==> src/rtl/ps2_rx_fifo.sv <==
// ---------------------------------------------------------------------------
// ps2_rx_fifo
//
// Host-side PS/2 receiver. The raw PS2_CLK/PS2_DATA pads are synchronised,
// the clock is deglitched by a run-length filter, and 11-bit device-to-host
// frames (start, 8 data LSB first, odd parity, stop) are deserialised by a
// small FSM on each filtered falling edge. Good bytes go into a first-word-
// fall-through FIFO; bad frames, stalled frames and dropped bytes are
// reported as one-cycle pulses.
//
// Ports
//   CLK_25MHZ   in      system clock, all logic on the rising edge
//   RESET       in      asynchronous, active-high reset
//   PS2_CLK     in      raw PS/2 clock pad (asynchronous)
//   PS2_DATA    in      raw PS/2 data pad (asynchronous)
//   RX_DATA     out [8] FIFO head byte, meaningful while RX_VALID=1
//   RX_VALID    out     FIFO non-empty
//   RX_READY    in      consumer accepts the head byte
//   PARITY_ERR  out     pulse: frame discarded, bad odd parity
//   FRAME_ERR   out     pulse: bad start/stop bit, or frame timeout
//   OVERFLOW    out     pulse: good byte dropped because the FIFO was full
//   BUSY        out     FSM is not IDLE
//   DBG_STATE   out [2] FSM state: 0=IDLE 1=DATA 2=PARITY 3=STOP
//
// Handshake: a byte is transferred on every rising edge where
// RX_VALID && RX_READY. RX_VALID never depends on RX_READY, RX_DATA is
// stable while RX_VALID is high and not accepted, and the consumer may hold
// RX_READY high permanently.
// ---------------------------------------------------------------------------
module ps2_rx_fifo #(
    parameter int SYNC_STAGES = 2,
    parameter int FILTER_LEN  = 8,
    parameter int TIMEOUT     = 5000,
    parameter int FIFO_DEPTH  = 4
) (
    input  logic       CLK_25MHZ,
    input  logic       RESET,
    input  logic       PS2_CLK,
    input  logic       PS2_DATA,
    output logic [7:0] RX_DATA,
    output logic       RX_VALID,
    input  logic       RX_READY,
    output logic       PARITY_ERR,
    output logic       FRAME_ERR,
    output logic       OVERFLOW,
    output logic       BUSY,
    output logic [1:0] DBG_STATE
);

    localparam int FCW = $clog2(FILTER_LEN) + 1;
    localparam int TCW = $clog2(TIMEOUT) + 1;
    localparam int AW  = $clog2(FIFO_DEPTH);
    localparam int CW  = AW + 1;

    localparam logic [FCW-1:0] FILT_MAX = FCW'(FILTER_LEN - 1);
    localparam logic [TCW-1:0] T_MAX    = TCW'(TIMEOUT - 1);

    typedef enum logic [1:0] {
        S_IDLE   = 2'd0,
        S_DATA   = 2'd1,
        S_PARITY = 2'd2,
        S_STOP   = 2'd3
    } state_t;

    // ------------------------------------------------------------------
    // Pad synchronisers (idle bus level is high)
    // ------------------------------------------------------------------
    logic [SYNC_STAGES-1:0] clk_sync;
    logic [SYNC_STAGES-1:0] data_sync;
    logic                   clk_s;
    logic                   data_s;

    always_ff @(posedge CLK_25MHZ or posedge RESET) begin
        if (RESET) begin
            clk_sync  <= '1;
            data_sync <= '1;
        end else begin
            clk_sync  <= {clk_sync[SYNC_STAGES-2:0], PS2_CLK};
            data_sync <= {data_sync[SYNC_STAGES-2:0], PS2_DATA};
        end
    end

    assign clk_s  = clk_sync[SYNC_STAGES-1];
    assign data_s = data_sync[SYNC_STAGES-1];

    // ------------------------------------------------------------------
    // Clock deglitch: the filtered level only follows the synced clock
    // after FILTER_LEN consecutive differing samples.
    // ------------------------------------------------------------------
    logic           filt;
    logic           filt_prev;
    logic [FCW-1:0] filt_cnt;
    logic           fall;

    always_ff @(posedge CLK_25MHZ or posedge RESET) begin
        if (RESET) begin
            filt      <= 1'b1;
            filt_prev <= 1'b1;
            filt_cnt  <= '0;
        end else begin
            filt_prev <= filt;
            if (clk_s != filt) begin
                if (filt_cnt == FILT_MAX) begin
                    filt     <= clk_s;
                    filt_cnt <= '0;
                end else begin
                    filt_cnt <= filt_cnt + FCW'(1);
                end
            end else begin
                filt_cnt <= '0;
            end
        end
    end

    assign fall = filt_prev & ~filt;

    // ------------------------------------------------------------------
    // Frame FSM
    // ------------------------------------------------------------------
    state_t         state, state_n;
    logic [2:0]     bit_cnt, bit_cnt_n;
    logic [7:0]     shreg, shreg_n;
    logic           par_q, par_n;
    logic [TCW-1:0] tcnt;
    logic           timeout;
    logic           push_req;
    logic           perr_n;
    logic           ferr_n;

    assign timeout = (state != S_IDLE) && (tcnt == T_MAX);

    always_ff @(posedge CLK_25MHZ or posedge RESET) begin
        if (RESET) begin
            state   <= S_IDLE;
            bit_cnt <= '0;
            shreg   <= '0;
            par_q   <= 1'b0;
        end else begin
            state   <= state_n;
            bit_cnt <= bit_cnt_n;
            shreg   <= shreg_n;
            par_q   <= par_n;
        end
    end

    always_comb begin
        state_n   = state;
        bit_cnt_n = bit_cnt;
        shreg_n   = shreg;
        par_n     = par_q;
        push_req  = 1'b0;
        perr_n    = 1'b0;
        ferr_n    = 1'b0;
        if (fall) begin
            case (state)
                S_IDLE: begin
                    if (!data_s) begin
                        state_n   = S_DATA;
                        bit_cnt_n = '0;
                    end else begin
                        ferr_n = 1'b1;
                    end
                end
                S_DATA: begin
                    // LSB arrives first, so shift right and enter at bit 7
                    shreg_n   = {data_s, shreg[7:1]};
                    bit_cnt_n = bit_cnt + 3'd1;
                    if (bit_cnt == 3'd7) begin
                        state_n = S_PARITY;
                    end
                end
                S_PARITY: begin
                    par_n   = data_s;
                    state_n = S_STOP;
                end
                S_STOP: begin
                    state_n = S_IDLE;
                    // a missing stop bit hides any parity result
                    if (!data_s) begin
                        ferr_n = 1'b1;
                    end else if (!(^{shreg, par_q})) begin
                        perr_n = 1'b1;
                    end else begin
                        push_req = 1'b1;
                    end
                end
                default: state_n = S_IDLE;
            endcase
        end else if (timeout) begin
            state_n = S_IDLE;
            ferr_n  = 1'b1;
        end
    end

    // Stall timer: saturates so a long stall cannot wrap into a false frame
    always_ff @(posedge CLK_25MHZ or posedge RESET) begin
        if (RESET) begin
            tcnt <= '0;
        end else if (state == S_IDLE || fall) begin
            tcnt <= '0;
        end else if (tcnt != T_MAX) begin
            tcnt <= tcnt + TCW'(1);
        end
    end

    // ------------------------------------------------------------------
    // FWFT FIFO
    // ------------------------------------------------------------------
    logic [7:0]    mem [FIFO_DEPTH];
    logic [AW-1:0] wr_ptr;
    logic [AW-1:0] rd_ptr;
    logic [AW-1:0] rd_next;
    logic [CW-1:0] count;
    logic          full;
    logic          pop;
    logic          do_push;
    logic [7:0]    rx_data_q;

    assign full     = (count == CW'(FIFO_DEPTH));
    assign RX_VALID = (count != '0);
    assign pop      = RX_VALID & RX_READY;
    // a pop in the same cycle frees the slot the push needs
    assign do_push  = push_req & (~full | pop);
    assign rd_next  = rd_ptr + AW'(1);

    always_ff @(posedge CLK_25MHZ) begin
        if (do_push) begin
            mem[wr_ptr] <= shreg;
        end
    end

    always_ff @(posedge CLK_25MHZ or posedge RESET) begin
        if (RESET) begin
            wr_ptr <= '0;
            rd_ptr <= '0;
            count  <= '0;
        end else begin
            if (do_push) begin
                wr_ptr <= wr_ptr + AW'(1);
            end
            if (pop) begin
                rd_ptr <= rd_next;
            end
            case ({do_push, pop})
                2'b10:   count <= count + CW'(1);
                2'b01:   count <= count - CW'(1);
                default: count <= count;
            endcase
        end
    end

    // Registered head: keeps the last head byte visible once the FIFO drains
    always_ff @(posedge CLK_25MHZ or posedge RESET) begin
        if (RESET) begin
            rx_data_q <= '0;
        end else if (pop) begin
            if (count >= CW'(2)) begin
                rx_data_q <= mem[rd_next];
            end else if (do_push) begin
                rx_data_q <= shreg;
            end
        end else if (count == '0 && do_push) begin
            rx_data_q <= shreg;
        end
    end

    assign RX_DATA = rx_data_q;

    // ------------------------------------------------------------------
    // Registered status pulses
    // ------------------------------------------------------------------
    always_ff @(posedge CLK_25MHZ or posedge RESET) begin
        if (RESET) begin
            PARITY_ERR <= 1'b0;
            FRAME_ERR  <= 1'b0;
            OVERFLOW   <= 1'b0;
        end else begin
            PARITY_ERR <= perr_n;
            FRAME_ERR  <= ferr_n;
            OVERFLOW   <= push_req & full & ~pop;
        end
    end

    assign BUSY      = (state != S_IDLE);
    assign DBG_STATE = state;

endmodule

==> config.mk <==
export PLATFORM = sky130hd
export DESIGN_NAME = ps2_rx_fifo
export DESIGN_NICKNAME = d
export VERILOG_FILES = /design/src/rtl/ps2_rx_fifo.sv
export SDC_FILE = /design/constraint.sdc
export NUM_CORES = 1
export LEC_CHECK = 0
export ABC_CLOCK_PERIOD_IN_PS = 4610
export CORE_MARGIN = 5
export CORE_UTILIZATION = 45
export CTS_CLUSTER_DIAMETER = 120
export DETAILED_ROUTE_END_ITERATION = 8
export PLACE_DENSITY = 0.67
export SLEW_MARGIN = 20
export SYNTH_ARGS = -nofsm -noshare
export SYNTH_HDL_FRONTEND = slang
export SYNTH_SLANG_ARGS = --single-unit
export TNS_END_PERCENT = 1
==> constraint.sdc <==
create_clock -name CLK_25MHZ -period 4.61 [get_ports CLK_25MHZ]
set_input_delay 0.922 -clock CLK_25MHZ [delete_from_list [all_inputs] [get_ports CLK_25MHZ]]
set_output_delay 0.922 -clock CLK_25MHZ [all_outputs]
set_load 0.01 [all_outputs]
Word-level counts from Yosys, hierarchy flattened
Memory sizes are Yosys's and may differ from the RTL's.
Index checks and enable logic that the tools add are counted.
{"block": "classes", "n_addsub": 7, "n_lt_le_gt_ge": 1, "n_eq_ne": 15, "mux": 31, "bitwise_logic": 9, "n_reduce_logical": 19}
{"op": "two-way mux 8 bit", "count": 4}
{"op": "two-way mux 14 bit", "count": 2}
{"op": "adder 14 x 1 -> 14 bit (second input constant)", "count": 1}
{"op": "== test 14 x 13 -> 1 bit (second input constant)", "count": 1}
{"op": "two-way mux 1 bit", "count": 14}
{"op": "!= test 14 x 13 -> 1 bit (second input constant)", "count": 1}
{"op": "case mux 3 bit (2 select lines)", "count": 2}
{"op": "nonzero test 2 bit", "count": 6}
{"op": "XOR reduction 9 bit", "count": 1}
{"op": "two-way mux 2 bit", "count": 4}
{"op": "two-way mux 4 bit", "count": 2}
{"op": "case mux 2 bit (4 select lines)", "count": 1}
{"op": "AND reduction 2 bit", "count": 4}
{"op": "adder 3 x 1 -> 3 bit (second input constant)", "count": 2}
{"op": "== test 2 bit (second input constant)", "count": 3}
{"op": "== test 3 bit (second input constant)", "count": 2}
{"op": "!= test 3 bit (second input constant)", "count": 2}
{"op": "AND reduction 3 bit", "count": 2}
{"op": "bitwise AND 1 bit", "count": 5}
{"op": "adder 2 x 1 -> 2 bit (second input constant)", "count": 2}
{"op": "adder 4 x 1 -> 4 bit (second input constant)", "count": 1}
{"op": "== test 2 x 1 -> 1 bit (second input constant)", "count": 2}
{"op": "== test 4 x 3 -> 1 bit (second input constant)", "count": 1}
{"op": ">= comparator 3 x 2 -> 1 bit (second input constant)", "count": 1}
{"op": "13 further kinds", "count": 16}
{"block": "word_totals", "register_bits": 56, "ram_bits": 32, "input_bits": 5, "out_inout_bits": 15, "word_cells": 100, "memories": 1}
{"name": "mem", "words": 4, "word_bits": 8, "rd": 1, "rd_ports_with_merged_regs": 0, "write_ports": 1, "line_no": "209", "text": "logic [7:0] mem [FIFO_DEPTH];"}

Longest topological paths before layout
Gate-level depths: netlist of run 1.
{"block": "logic_depth", "word_depth": 9, "mapped_depth": 13, "mapped_depth_nobuf": 12}

Worst setup path before layout of run 1
No wires, ideal clock.
{"block": "synth_timing", "path_kind": "input -> register", "from": "input port RX_READY", "to": "register rx_data_q[0] (netlist: RX_DATA[0])", "setup_ns": 0.125, "t_arrival_ns": 3.517, "t_required_ns": 4.485, "slack_ns": 0.968, "path_stages": 10, "path_buffers": 1, "cell_sequence": "or4b_2 and3_1 buf_2 inv_1 ha_1 or3b_2 nand3b_1 nor2_1 a221oi_4 mux2_2"}
{"block": "synth_between", "elab_chain_cells": 6, "elab_cells_between_ends": 8, "cone_classes": "eq/ne: 1; mux: 1; bitwise: 3; reduce/logical: 3"}
{"element": "start: declaration", "line_no": "42", "text": "input logic RX_READY,"}
{"element": "bitwise AND 1 bit *", "line_no": "221", "text": "assign pop = RX_VALID & RX_READY;"}
{"element": "OR 1 bit", "line_no": "223", "text": "assign do_push = push_req & (~full | pop);"}
{"element": "bitwise AND 1 bit", "line_no": "223"}
{"element": "logical AND 1 bit", "line_no": "262", "text": "end else if (count == '0 && do_push) begin"}
{"element": "nonzero test 2 bit (no source line)"}
{"element": "AND reduction 2 bit (no source line)"}
{"element": "end signal: assignment", "line_no": "258", "text": "rx_data_q <= mem[rd_next];"}
{"element": "end signal: assignment", "line_no": "260", "text": "rx_data_q <= shreg;"}
{"element": "end signal: assignment", "line_no": "263", "text": "rx_data_q <= shreg;"}
{"element": "end: declaration", "line_no": "217", "text": "logic [7:0] rx_data_q;"}
Every way passes the cells marked *; elsewhere a longest branch is shown, timed or not.
A chain may end at the register's enable or synchronous reset.

Worst setup path after layout of run 1
{"block": "layout_timing", "from": "input port RX_READY", "to": "register rx_data_q[4] (netlist: RX_DATA[4])"}
Same word-level chain as after synthesis.

==> results of run 1 <==
[kinds of logic (layout without fill, tap and decap cells)]
family,after synthesis,in the layout,share of synthesized area (%)
AND/OR/NAND/NOR,70,70,9.34
XOR/XNOR,27,27,6.44
adder cells (fa/ha/maj),15,15,4.83
buffers and inverters,14,45,1.61
multiplexers,40,40,13.8
flip-flops,88,88,61.0
AO/OA/AOI/OAI,16,16,3.00
[registers in the layout, indices dropped and copies added (netlist names)]
name,flops
mem,32
OVERFLOW,1
filt,1
count,3
par_q,1
RX_DATA,8
rd_ptr,2
DBG_STATE,2
FRAME_ERR,1
wr_ptr,2
bit_cnt,3
PARITY_ERR,1
tcnt,14
shreg,8
filt_prev,1
data_sync,2
filt_cnt,4
clk_sync,2
[per-stage QoR]
step	power [W]	setup WS, ps
after floorplan	0.000979	968
after global placement	0.00102	406
after global routing	0.00163	597
after CTS	0.00158	692
final	0.00155	689
after detailed placement	0.00103	346
[routing by layer]
metal	GRT usage (%)	share of wire, %
met5	0	0
met1	17.1	47
met4	4.48	1.5
met2	21.7	48
met3	4.26	3.6
[how the worst min path moves through the flow]
| stage | endpoint | slack (ps) | depth (start not counted) |
|---|---|---|---|
| finish | clk_sync[1] | 360 | 0 |
| global route | clk_sync[1] | 360 | 0 |
| CTS | clk_sync[1] | 360 | 0 |
| detailed placement | clk_sync[1] | 350 | 0 |
| global placement | clk_sync[1] | 350 | 0 |
| floorplan | clk_sync[1] | 350 | 0 |
[worst max-delay path, cell delays in order]
cell and delay, ps:
clkdlybuf4s50_1 430, or4b_2 630, and3_1 280, inv_1 100
ha_1 160, or3b_2 500, nand3b_1 140, nor2_1 80
a221oi_4 510, mux2_2 390
[cells in the final DEF, fill, tap and decap left out, drive strengths merged, types with 2 or more instances in the layout]
cell type      instances
ha                    15
a32o                   2
or3                    3
xor2                  15
nor3                   3
and4b                  2
buf                    2
nor2b                  4
clkdlybuf4s50         19
mux2i                  4
clkinv                 2
mux4                   8
clkbuf                13
edfxtp                32
nand2                 14
o21ai                  6
dfrtp                 50
nand3b                 2
nor2                  20
inv                    8
mux2                  28
dfstp                  6
and2                   6
nand3                  7
a21oi                  5
and3                   3
xnor2                 11
[power by group]
group	internal [W]	switching, W	total, W
Combinational	0.0000604	0.0000785	0.000139
Clock	0.000297	0.000248	0.000545
Sequential	0.000843	0.0000275	0.000871
[layout make-up]
| type | instances | area share, % |
|---|---|---|
| Clock inverter | 3 | 0.910 |
| Sequential cell | 88 | 53.9 |
| Timing Repair Buffer | 21 | 4.66 |
| Inverter | 8 | 0.683 |
| Clock buffer | 13 | 3.87 |
| Multi-Input combinational cell | 168 | 33.0 |
| Tap cell | 105 | 2.99 |
==> flow_summary.yaml, run 1 <==
setup_path:
  startpoint_type: "primary input"
  crit_required_ps: 4840
  worstSetupPathType: "in2reg"
  crit_fanout: 8
  crit_start: "RX_READY"
  endpoint: "RX_DATA[4]"
  r2r_slack_ps: 970
  reg2reg_depth: 11
  reg2reg_from: "shreg[2]"
  reg2reg_to: "RX_DATA[4]"
  worstPathArrival_ps: 4150
  endpoint_kind: "register"
timing:
  final_hold_viol_count: 0
  hold_slack_ps: 358
  rsz0062_at_grt: "no"
  period_minus_slack_ps: 3920
  clock_skew_ps: 9.25
  slew-limit-headroom_pct: 47.9
  finalSetupViolCount: 0
  tns_ps: 0
  fin_crit_sh_pct: 85.1
  slew_violations: 0
  fmax_mhz: 255
  tightestPinTransition_ps: 781
power:
  leakagePower_nw: 1.79
  peakVddDrop_v: 0.000201
  pwr_density_cell_nw_per_um2: 353
floorplanning:
  initial_core_util_pct: 46.8
  rows: 33
  dieArea_um2: 10600
  pin_count: 20
  dieHeight_um: 103
  die_x_um: 103
  coreArea_um2: 8300
min_path:
  hp-class: "reg2reg"
  worstHoldStart: "clk_sync[0]"
finish:
  areaGrowthSynthToFinish_pct: 13.2
  n_fill_cell: 705
  layout.nets: 316
  final_cells: 406
  drive_above_1_share_pct: 20.6
  multi_input_area_um2: 1450
  diodes: 0
  design_area_um2: 4400
  final_util_pct: 53.0
  seq_area_um2: 2370
yosys:
  synth_ff_type: "dfrtp_1"
  ys_top_cells_by_area: "dfrtp_1, edfxtp_1, mux2_2"
  synth_seq_cells: 88
  ys_warn_count: 0
  synth-edff-count: 32
  ys_seq_area_share_pct: 61.0
  postSynthCellCount: 270
  yosysTopAreaCellShare_pct: 32.2
  async_reset_ff_share_pct: 63.6
  ys_types: 40
  syn_avg_cell_area_um2: 14.4
  yosysMostFrequentCell: "dfrtp_1"
  synth_top_cell_by_area: "dfrtp_1"
  yosys-top-cells-count: "dfrtp_1, edfxtp_1, mux2_2"
  synth_nets: 290
  syn_area_um2: 3880
routing:
  viasPerCell: 5.12
  dr.pass1.iters: 4
  post-route-drc-count: 0
  wl_per_cell_um: 15.4
  ant_nets: 0
  via_count: 2078
  wirelength_mm: 6.25
  drtIter0Drc: 52
placed_design:
  place_inst: 390
  dp_hpwl_mm: 4.25
  dpl_cell_area_um2: 4190
  place.gp.congestion: 0.730
  io_buffer_count: 19
clock_network:
  cts_buffers: 9
  cts_resized: 0
  cts_root_buffer: "clkbuf_8"
  clk_pin_slew_worst_paths_ps: 70
  cts_tree: "yes"
  htree_levels: 3
  post-cts-setup-buffers: 0
  clock-sinks: 88
  ctsHoldBuffers: 0
  insertion_delay_ps: 340
  cts_max_path_buffers: 2
global_route:
  grt_pass1_vias: 2204
  track_usage_pct: 13.4
  gr-total-overflow: 0
  grt_pass1_wl_mm: 10.7
  antenna_found_initial: 0
  grt_max_degree: 39
job:
  maxCapViolCount: 0
run_status:
  outcome: "completed"
No activity file was read; power rests on OpenSTA's default activity.
==> run 2, diff against run 1 <==
- CTS_CLUSTER_SIZE: unset -> 28
- SKIP_CTS_REPAIR_TIMING: unset -> 1
==> results of run 2 <==
Final layout, timing and power as in run 1 (identical DEF).
